`src/rtl/symbol_rx_pkg.sv`:
```
// symbol_rx shared types and frame constants.
// Parity support is selected by SYMBOL_RX_PARITY_EN.
package symbol_rx_pkg;

`ifdef SYMBOL_RX_PARITY_EN
  typedef enum logic [2:0] {
    S_IDLE,
    S_DATA,
    S_PARITY,
    S_STOP,
    S_BREAK
  } state_t;
`else
  typedef enum logic [2:0] {
    S_IDLE,
    S_DATA,
    S_STOP,
    S_BREAK
  } state_t;
`endif

  // start + parity + stop
  localparam int unsigned OVH_BITS_PAR   = 3;
  // start + stop
  localparam int unsigned OVH_BITS_NOPAR = 2;
  // payload plus parity bit must hold an odd number of ones
  localparam logic        PAR_ODD        = 1'b1;

  function automatic int unsigned frame_bits(input int unsigned dw);
`ifdef SYMBOL_RX_PARITY_EN
    return dw + OVH_BITS_PAR;
`else
    return dw + OVH_BITS_NOPAR;
`endif
  endfunction

endpackage

```
`src/rtl/sat_counter.sv`:
```
// Saturating up-counter with synchronous clear.
// Clear has priority over increment.
module sat_counter #(
  parameter int W = 4
) (
  input  logic         clk,
  input  logic         rst_n,
  input  logic         i_inc,
  input  logic         i_clr,
  output logic [W-1:0] o_cnt
);

  logic [W-1:0] r_cnt;

  // count up to all-ones and hold there; clear wins
  always_ff @(posedge clk or negedge rst_n) begin
    if (!rst_n) begin
      r_cnt <= '0;
    end else if (i_clr) begin
      r_cnt <= '0;
    end else if (i_inc && (r_cnt != {W{1'b1}})) begin
      r_cnt <= r_cnt + W'(1);
    end
  end

  assign o_cnt = r_cnt;

endmodule

```
`src/rtl/symbol_rx.sv`:
```
// Strobed serial symbol receiver, MSB first, with error counter.
// Define SYMBOL_RX_PARITY_EN to add an odd-parity bit to each frame.
module symbol_rx
  import symbol_rx_pkg::*;
#(
  parameter int DATA_W = 7,
  parameter int ERR_W  = 4
) (
  input  logic              clk,
  input  logic              reset,
  input  logic              rx_i,
  input  logic              bit_en_i,
  input  logic              clr_err_i,
  output logic [DATA_W-1:0] code_o,
  output logic              code_valid_o,
  output logic              parity_err_o,
  output logic              frame_err_o,
  output logic [ERR_W-1:0]  err_cnt_o
);

  localparam int CNT_W = $clog2(frame_bits(DATA_W));

  state_t             r_state;
  state_t             w_next;
  logic [CNT_W-1:0]   r_cnt;
  logic [DATA_W-1:0]  r_sh;
  logic [DATA_W-1:0]  r_code;
  logic               r_valid;
  logic               r_perr;
  logic               r_ferr;
  logic               w_last;
  logic               w_ok;
  logic               w_stop;
  logic               w_accept;
  logic               w_perr;
  logic               w_ferr;

`ifdef SYMBOL_RX_PARITY_EN
  logic               r_par_ok;
  assign w_ok = r_par_ok;
`else
  assign w_ok = 1'b1;
`endif

  assign w_last = (r_cnt == CNT_W'(DATA_W - 1));

  // state register
  always_ff @(posedge clk or negedge reset) begin
    if (!reset) begin
      r_state <= S_IDLE;
    end else begin
      r_state <= w_next;
    end
  end

  // next state; only strobed cycles move the FSM
  always_comb begin
    w_next = r_state;
    if (bit_en_i) begin
      unique case (r_state)
        S_IDLE: begin
          if (!rx_i) w_next = S_DATA;
        end
        S_DATA: begin
`ifdef SYMBOL_RX_PARITY_EN
          if (w_last) w_next = S_PARITY;
`else
          if (w_last) w_next = S_STOP;
`endif
        end
`ifdef SYMBOL_RX_PARITY_EN
        S_PARITY: w_next = S_STOP;
`endif
        S_STOP:   w_next = rx_i ? S_IDLE : S_BREAK;
        S_BREAK: begin
          if (rx_i) w_next = S_IDLE;
        end
        default:  w_next = S_IDLE;
      endcase
    end
  end

  // stop-bit outcome; a framing error masks a parity error
  always_comb begin
    w_stop   = bit_en_i && (r_state == S_STOP);
    w_accept = w_stop && rx_i && w_ok;
    w_ferr   = w_stop && !rx_i;
`ifdef SYMBOL_RX_PARITY_EN
    w_perr   = w_stop && rx_i && !w_ok;
`else
    w_perr   = 1'b0;
`endif
  end

  // shift path, parity latch and registered result pulses
  always_ff @(posedge clk or negedge reset) begin
    if (!reset) begin
      r_cnt    <= '0;
      r_sh     <= '0;
      r_code   <= '0;
      r_valid  <= 1'b0;
      r_perr   <= 1'b0;
      r_ferr   <= 1'b0;
`ifdef SYMBOL_RX_PARITY_EN
      r_par_ok <= 1'b0;
`endif
    end else begin
      r_valid <= w_accept;
      r_perr  <= w_perr;
      r_ferr  <= w_ferr;
      if (w_accept) r_code <= r_sh;
      if (bit_en_i) begin
        if (r_state == S_IDLE) begin
          r_cnt <= '0;
        end
        if (r_state == S_DATA) begin
          r_sh  <= {r_sh[DATA_W-2:0], rx_i};
          r_cnt <= r_cnt + CNT_W'(1);
        end
`ifdef SYMBOL_RX_PARITY_EN
        if (r_state == S_PARITY) begin
          r_par_ok <= ((^r_sh) ^ rx_i) == PAR_ODD;
        end
`endif
      end
    end
  end

  sat_counter #(
    .W (ERR_W)
  ) u_err_cnt (
    .clk   (clk),
    .rst_n (reset),
    .i_inc (r_perr | r_ferr),
    .i_clr (clr_err_i),
    .o_cnt (err_cnt_o)
  );

  assign code_o       = r_code;
  assign code_valid_o = r_valid;
  assign parity_err_o = r_perr;
  assign frame_err_o  = r_ferr;

endmodule

```
`config.mk`:
```
export PLATFORM = sky130hd
export DESIGN_NAME = symbol_rx
export DESIGN_NICKNAME = d
export VERILOG_FILES = /design/src/rtl/symbol_rx_pkg.sv /design/src/rtl/sat_counter.sv /design/src/rtl/symbol_rx.sv
export SDC_FILE = /design/constraint.sdc
export NUM_CORES = 1
export LEC_CHECK = 0
export CAP_MARGIN = 20
export CORE_MARGIN = 5
export CORE_UTILIZATION = 44
export CTS_CLUSTER_DIAMETER = 200
export DETAILED_ROUTE_END_ITERATION = 8
export PLACE_DENSITY = 0.73
export SLEW_MARGIN = 0
export SYNTH_ARGS = -nofsm -noshare
export SYNTH_HDL_FRONTEND = slang
export SYNTH_SLANG_ARGS = --single-unit
```
`constraint.sdc`:
```
create_clock -name clk -period 2.1 [get_ports clk]
set_input_delay 0.42 -clock clk [delete_from_list [all_inputs] [get_ports clk]]
set_output_delay 0.42 -clock clk [all_outputs]
set_load 0.02 [all_outputs]
```
### Word-level counts from Yosys, hierarchy flattened

Index checks and enable logic that the tools add are counted.

| cells by class | value |
|---|---|
| muxes and demuxes | 9 |
| add/sub/neg operators | 2 |
| reductions and logical operators | 11 |
| equal/unequal tests | 8 |

Operators by type and width:

| kind | number |
|---|---|
| $mux 4 | 4 |
| $pmux 3 s4 | 1 |
| $mux 3 | 3 |
| $add 4x1->4 const B | 2 |
| $eq 3x2->1 const B | 2 |
| $ne 2x2->1 const B | 3 |
| $eq 4x3->1 const B | 1 |
| $logic_and 1x1->1 | 4 |
| $ne 4x4->1 const B | 1 |
| $reduce_and 2->1 | 2 |
| $reduce_and 4->1 | 1 |
| $reduce_bool 2->1 | 2 |
| $eq 3x1->1 const B | 1 |
| $logic_not 3->1 | 1 |
| $mux 2 | 1 |
| $logic_not 1->1 | 1 |

| storage, ports and cells | value |
|---|---|
| output and inout port bits | 14 |
| logic and storage cells | 37 |
| bits of input ports | 5 |
| register bits | 27 |

### Longest topological paths before layout

| logic depth | value |
|---|---|
| word-level depth | 4 |
| gate-level depth with buffers | 5 |

### Hierarchy

Synthesis repeated with hierarchy kept, for this count alone.

| unflattened totals | value |
|---|---|
| cell total of the unflattened synthesis | 89 |
| area, all modules | 1,137.3 um^2 |

Modules (own cells, without submodules):

| module | instances | sequential area each (um^2) | area each (um^2) | cells each |
|---|---|---|---|---|
| symbol_rx | 1 | 550.5 | 908.4 | 69 |
| sat_counter | 1 | 100.1 | 229.0 | 20 |

### Least setup slack after synthesis

OpenSTA, ideal clock, no wires.

| path | value |
|---|---|
| path type | register -> register |
| from | register u_err_cnt.r_cnt[0], in the netlist u_err_cnt.o_cnt[0] |
| to | register u_err_cnt.r_cnt[0], in the netlist u_err_cnt.o_cnt[0] |
| period minus slack after synthesis | 1.494 ns |
| arrival time | 1.369 ns |
| path slack | 0.606 ns |
| buffers on the path | 0 |
| data required time | 1.975 ns |
| setup time | 0.125 ns |
| cell stages (with the launch flop) | 5 |
| path through | dfrtp_1 -> ha_1 -> and3_1 -> nor2b_1 -> mux2_2 |

| between the ends | value |
|---|---|
| cells in the longest elaborated chain, start to end | 3 |

Ends and longest elaborated chain:

| item | line | text |
|---|---|---|
| start: declaration | sat_counter.sv:13 | `logic [W-1:0] r_cnt;` |
| start signal: assignment | sat_counter.sv:22 | `r_cnt <= r_cnt + W'(1);` |
| $add 4x1->4 / $ne 4x4->1 (equally long branches) | sat_counter.sv:22, sat_counter.sv:21 |  |
| $mux 4 / $logic_and 1x1->1 (equally long branches) | sat_counter.sv:21 | `end else if (i_inc && (r_cnt != {W{1'b1}})) begin` |
| $mux 4 / $reduce_bool 2->1 (equally long branches) | -- |  |

Several ways; a longest one is shown, not always the timed one. The select of a mux whose other input is x is not followed.
A chain may end at the register's enable or synchronous reset.

### Worst setup path in the final report

| path | value |
|---|---|
| from | register u_err_cnt.r_cnt[0], in the netlist u_err_cnt.o_cnt[0] |
| to | output err_cnt_o[0] |

RTL lines:

| item | line | text |
|---|---|---|
| end: declaration | symbol_rx.sv:18 | `output logic [ERR_W-1:0] err_cnt_o` |

No word-level cell between the ends.

==> results.toml <==
[power_and_ir_drop]
p_seq_share_pct = 54.3
cellPowerDensity_mw_per_mm2 = 1049
peakVddDrop_v = 0.0007143
comb_power_share_pct = 28.6
fin_total_pwr_uw = 1425
p_clk_share_pct = 17.2
leakagePower_uw = 0.0006411
intPower_uw = 985.0
sw_frac_of_total_pct = 30.87
power.switching_uw = 439.8

[sta]
rsz0062_at_grt = "no"
max_freq_ghz = 0.5575
setup_viol = 0
period_minus_slack_ns = 1.794
tns_ns = 0
final_max_slew_viol_count = 0
worst_clock_skew_ns = 0.01023
period_share_pct = 85.41
hold_viol = 0

[worst_setup_path]
slowest_stage = "clkdlybuf4s50_1"
startpoint = "u_err_cnt.o_cnt[0]"
r2r_start = "u_err_cnt.o_cnt[0]"
path_buf_inv = 1
worstPathCellList = "clkdlybuf4s50_1"
cp.required_ns = 1.68
arrival_ns = 1.37
max_stage_delay_ns = 0.63
crit_type = "flop to output pin"
cpLargestDelayFamily = "buffers and inverters"
start_kind = "flop"
path_max_fanout = 5
end_kind = "output pin"

[yosys]
yosys.cell_types.count = 25
syn_inst = 89
synth_nets = 97
synth-seq-cells = 26
syn_area_per_cell_um2 = 12.58
seq_area_frac_synth_pct = 58.10
mappedNetlistArea_mm2 = 0.001120
ys_warn_count = 0

[detailed_routing]
drc_errors = 0
dr_total_vias = 720
drt-vias-per-instance = 5.180
drtAntennaViolNets = 0
avgRoutedWirePerCell_um = 13.77
first_pass_iters = 3
routed_wl_um = 1914
drt_iter0_drc = 22

[die]
rows = 18
io_pins = 19
coreArea_mm2 = 0.002455
die_h_um = 60.45
initial_core_util_pct = 45.62
dieArea_mm2 = 0.003654
die-width_um = 60.45

[cells_and_area]
area_growth_syn_to_layout_pct = 21.34
drive_gt1_share_pct = 20.18
final_cell_mix = "dfrtp_1, clkdlybuf4s50_1, mux2_2, nand2_1, nand2b_1"
diodes = 0
fillers = 209
final_common_cell = "dfrtp_1"
nNetsFinal = 118

[hold_path]
hp-class = "input pin to asynchronous set/reset pin"

[placement]
hpwlAfterDp_um = 1419
place.port_buffers = 17
gp_congestion = 0.7747

[clock_network]
post_cts_buffers = 0
cts_resized = 0
cts_tree = "yes"
cts.clk_slew.worst_paths_ns = 0.14
cts_buffer_depth = 2
cts-htree-levels = 1
cts.sinks = 26
hold_buffers = 0
cts-root-buf = "clkbuf_4"
numCtsBuffers = 3
clk_latency_ns = 0.31

[grt]
grt_pass1_vias = 709
grt_pass1_wl_um = 3111
antenna_found_initial = 0
gr-total-overflow = 0
globalRouteTotalUtil_pct = 11.40
grt_max_degree = 27

[job]
drv_cap = 0

[outcome]
outcome = "finished, final reports clean"
[sequential cells by signal, indices dropped and copies added, names as in the netlist]
signal and flops:
r_cnt 4, r_sh 7, code_o 7, u_err_cnt.o_cnt 4
code_valid_o 1, frame_err_o 1, r_state 2
[routing by layer]
layer	GRT usage, %	vias up	routed length, um	part of all wire [%]
met1	14.15	355	831	43
met5	0	-	0	0
met4	3.715	0	27	1.4
met3	3.191	4	91	4.8
li1	-	346	-	-
met2	19.29	15	963	50
[cells in the mapped netlist]
| master | instances | area [um2] |
|---|---|---|
| o21ai_0 | 4 | 20.02 |
| mux2i_1 | 1 | 10.01 |
| nand2b_1 | 6 | 37.54 |
| a21oi_1 | 3 | 15.01 |
| buf_4 | 1 | 7.510 |
| or4b_1 | 1 | 10.01 |
| buf_2 | 1 | 5.000 |
| conb_1 | 1 | 3.750 |
| nand3b_1 | 1 | 7.510 |
| nor2b_1 | 3 | 18.77 |
| ha_1 | 3 | 37.54 |
| nor2_1 | 2 | 7.510 |
| inv_1 | 2 | 7.510 |
| nand4_1 | 1 | 6.260 |
| and3_1 | 1 | 6.260 |
| and4b_1 | 1 | 10.01 |
| a22o_1 | 1 | 8.760 |
| nand2_1 | 6 | 22.52 |
| nand3_1 | 3 | 15.01 |
| a21o_1 | 1 | 7.510 |
| mux2_2 | 15 | 168.9 |
| nand4b_2 | 1 | 15.01 |
| nor3_1 | 3 | 15.01 |
| or2_2 | 1 | 6.260 |
| dfrtp_1 | 26 | 650.6 |
[kinds of logic (layout without fill, tap and decap cells)]
| kind of cell | after synthesis | in the layout | synth area share, % |
|---|---|---|---|
| adders and majority gates | 3 | 3 | 3.352 |
| DFF | 26 | 26 | 58.10 |
| other | 1 | 1 | 0.3349 |
| buffers and inverters | 4 | 24 | 1.788 |
| and+or+nand+nor | 30 | 30 | 15.87 |
| muxes | 16 | 16 | 15.98 |
| AOI/OAI and AO/OA | 9 | 9 | 4.581 |
[stage by stage]
step | instances | cell area, um2 | hold slack, ns | util, % | worst slack (ns)
after global routing | 139 | 1359 | 0.4559 | 55.35 | 0.2179
after floorplan | 89 | 1120 | 0.1244 | - | 0.6062
final | 139 | 1359 | 0.4418 | 55.35 | 0.3064
after CTS | 139 | 1359 | 0.4605 | 55.35 | 0.3000
after detailed placement | 135 | 1323 | 0.4966 | 53.87 | 0.1918
after global placement | 135 | 1323 | 0.4898 | 53.87 | 0.2769
[final timing paths]
| path | end | slack [ns] | cells after the start |
|---|---|---|---|
| max | err_cnt_o[0] | 0.31 | 1 |
| min reg2reg | code_o[1] | 0.52 | 1 |
| max in group asynchronous | code_o[3] | 1.40 | 2 |
| min in group clk | code_o[1] | 0.52 | 1 |
| min | r_cnt[1] | 0.44 | 2 |
| max reg2reg | u_err_cnt.o_cnt[0] | 0.58 | 4 |
[power by group through the flow]
stage | Clock (uW) | Combinational [uW] | Sequential (uW)
floorplan | 0 | 267 | 773
global placement | 0 | 393 | 771
detailed placement | 0 | 418 | 782
CTS | 252 | 415 | 773
global route | 279 | 451 | 798
finish | 244 | 407 | 773
[area by class of cell]
| cell class | instances | area, um2 | share of cell area (%) |
|---|---|---|---|
| tap | 30 | 37.54 | 2.762 |
| clock buffer | 4 | 36.28 | 2.670 |
| timing repair buffer | 18 | 177.7 | 13.08 |
| multi-input combinational | 59 | 449.2 | 33.06 |
| inverter | 2 | 7.507 | 0.5525 |
| sequential | 26 | 650.6 | 47.88 |
(Power assumes the default switching activity.)
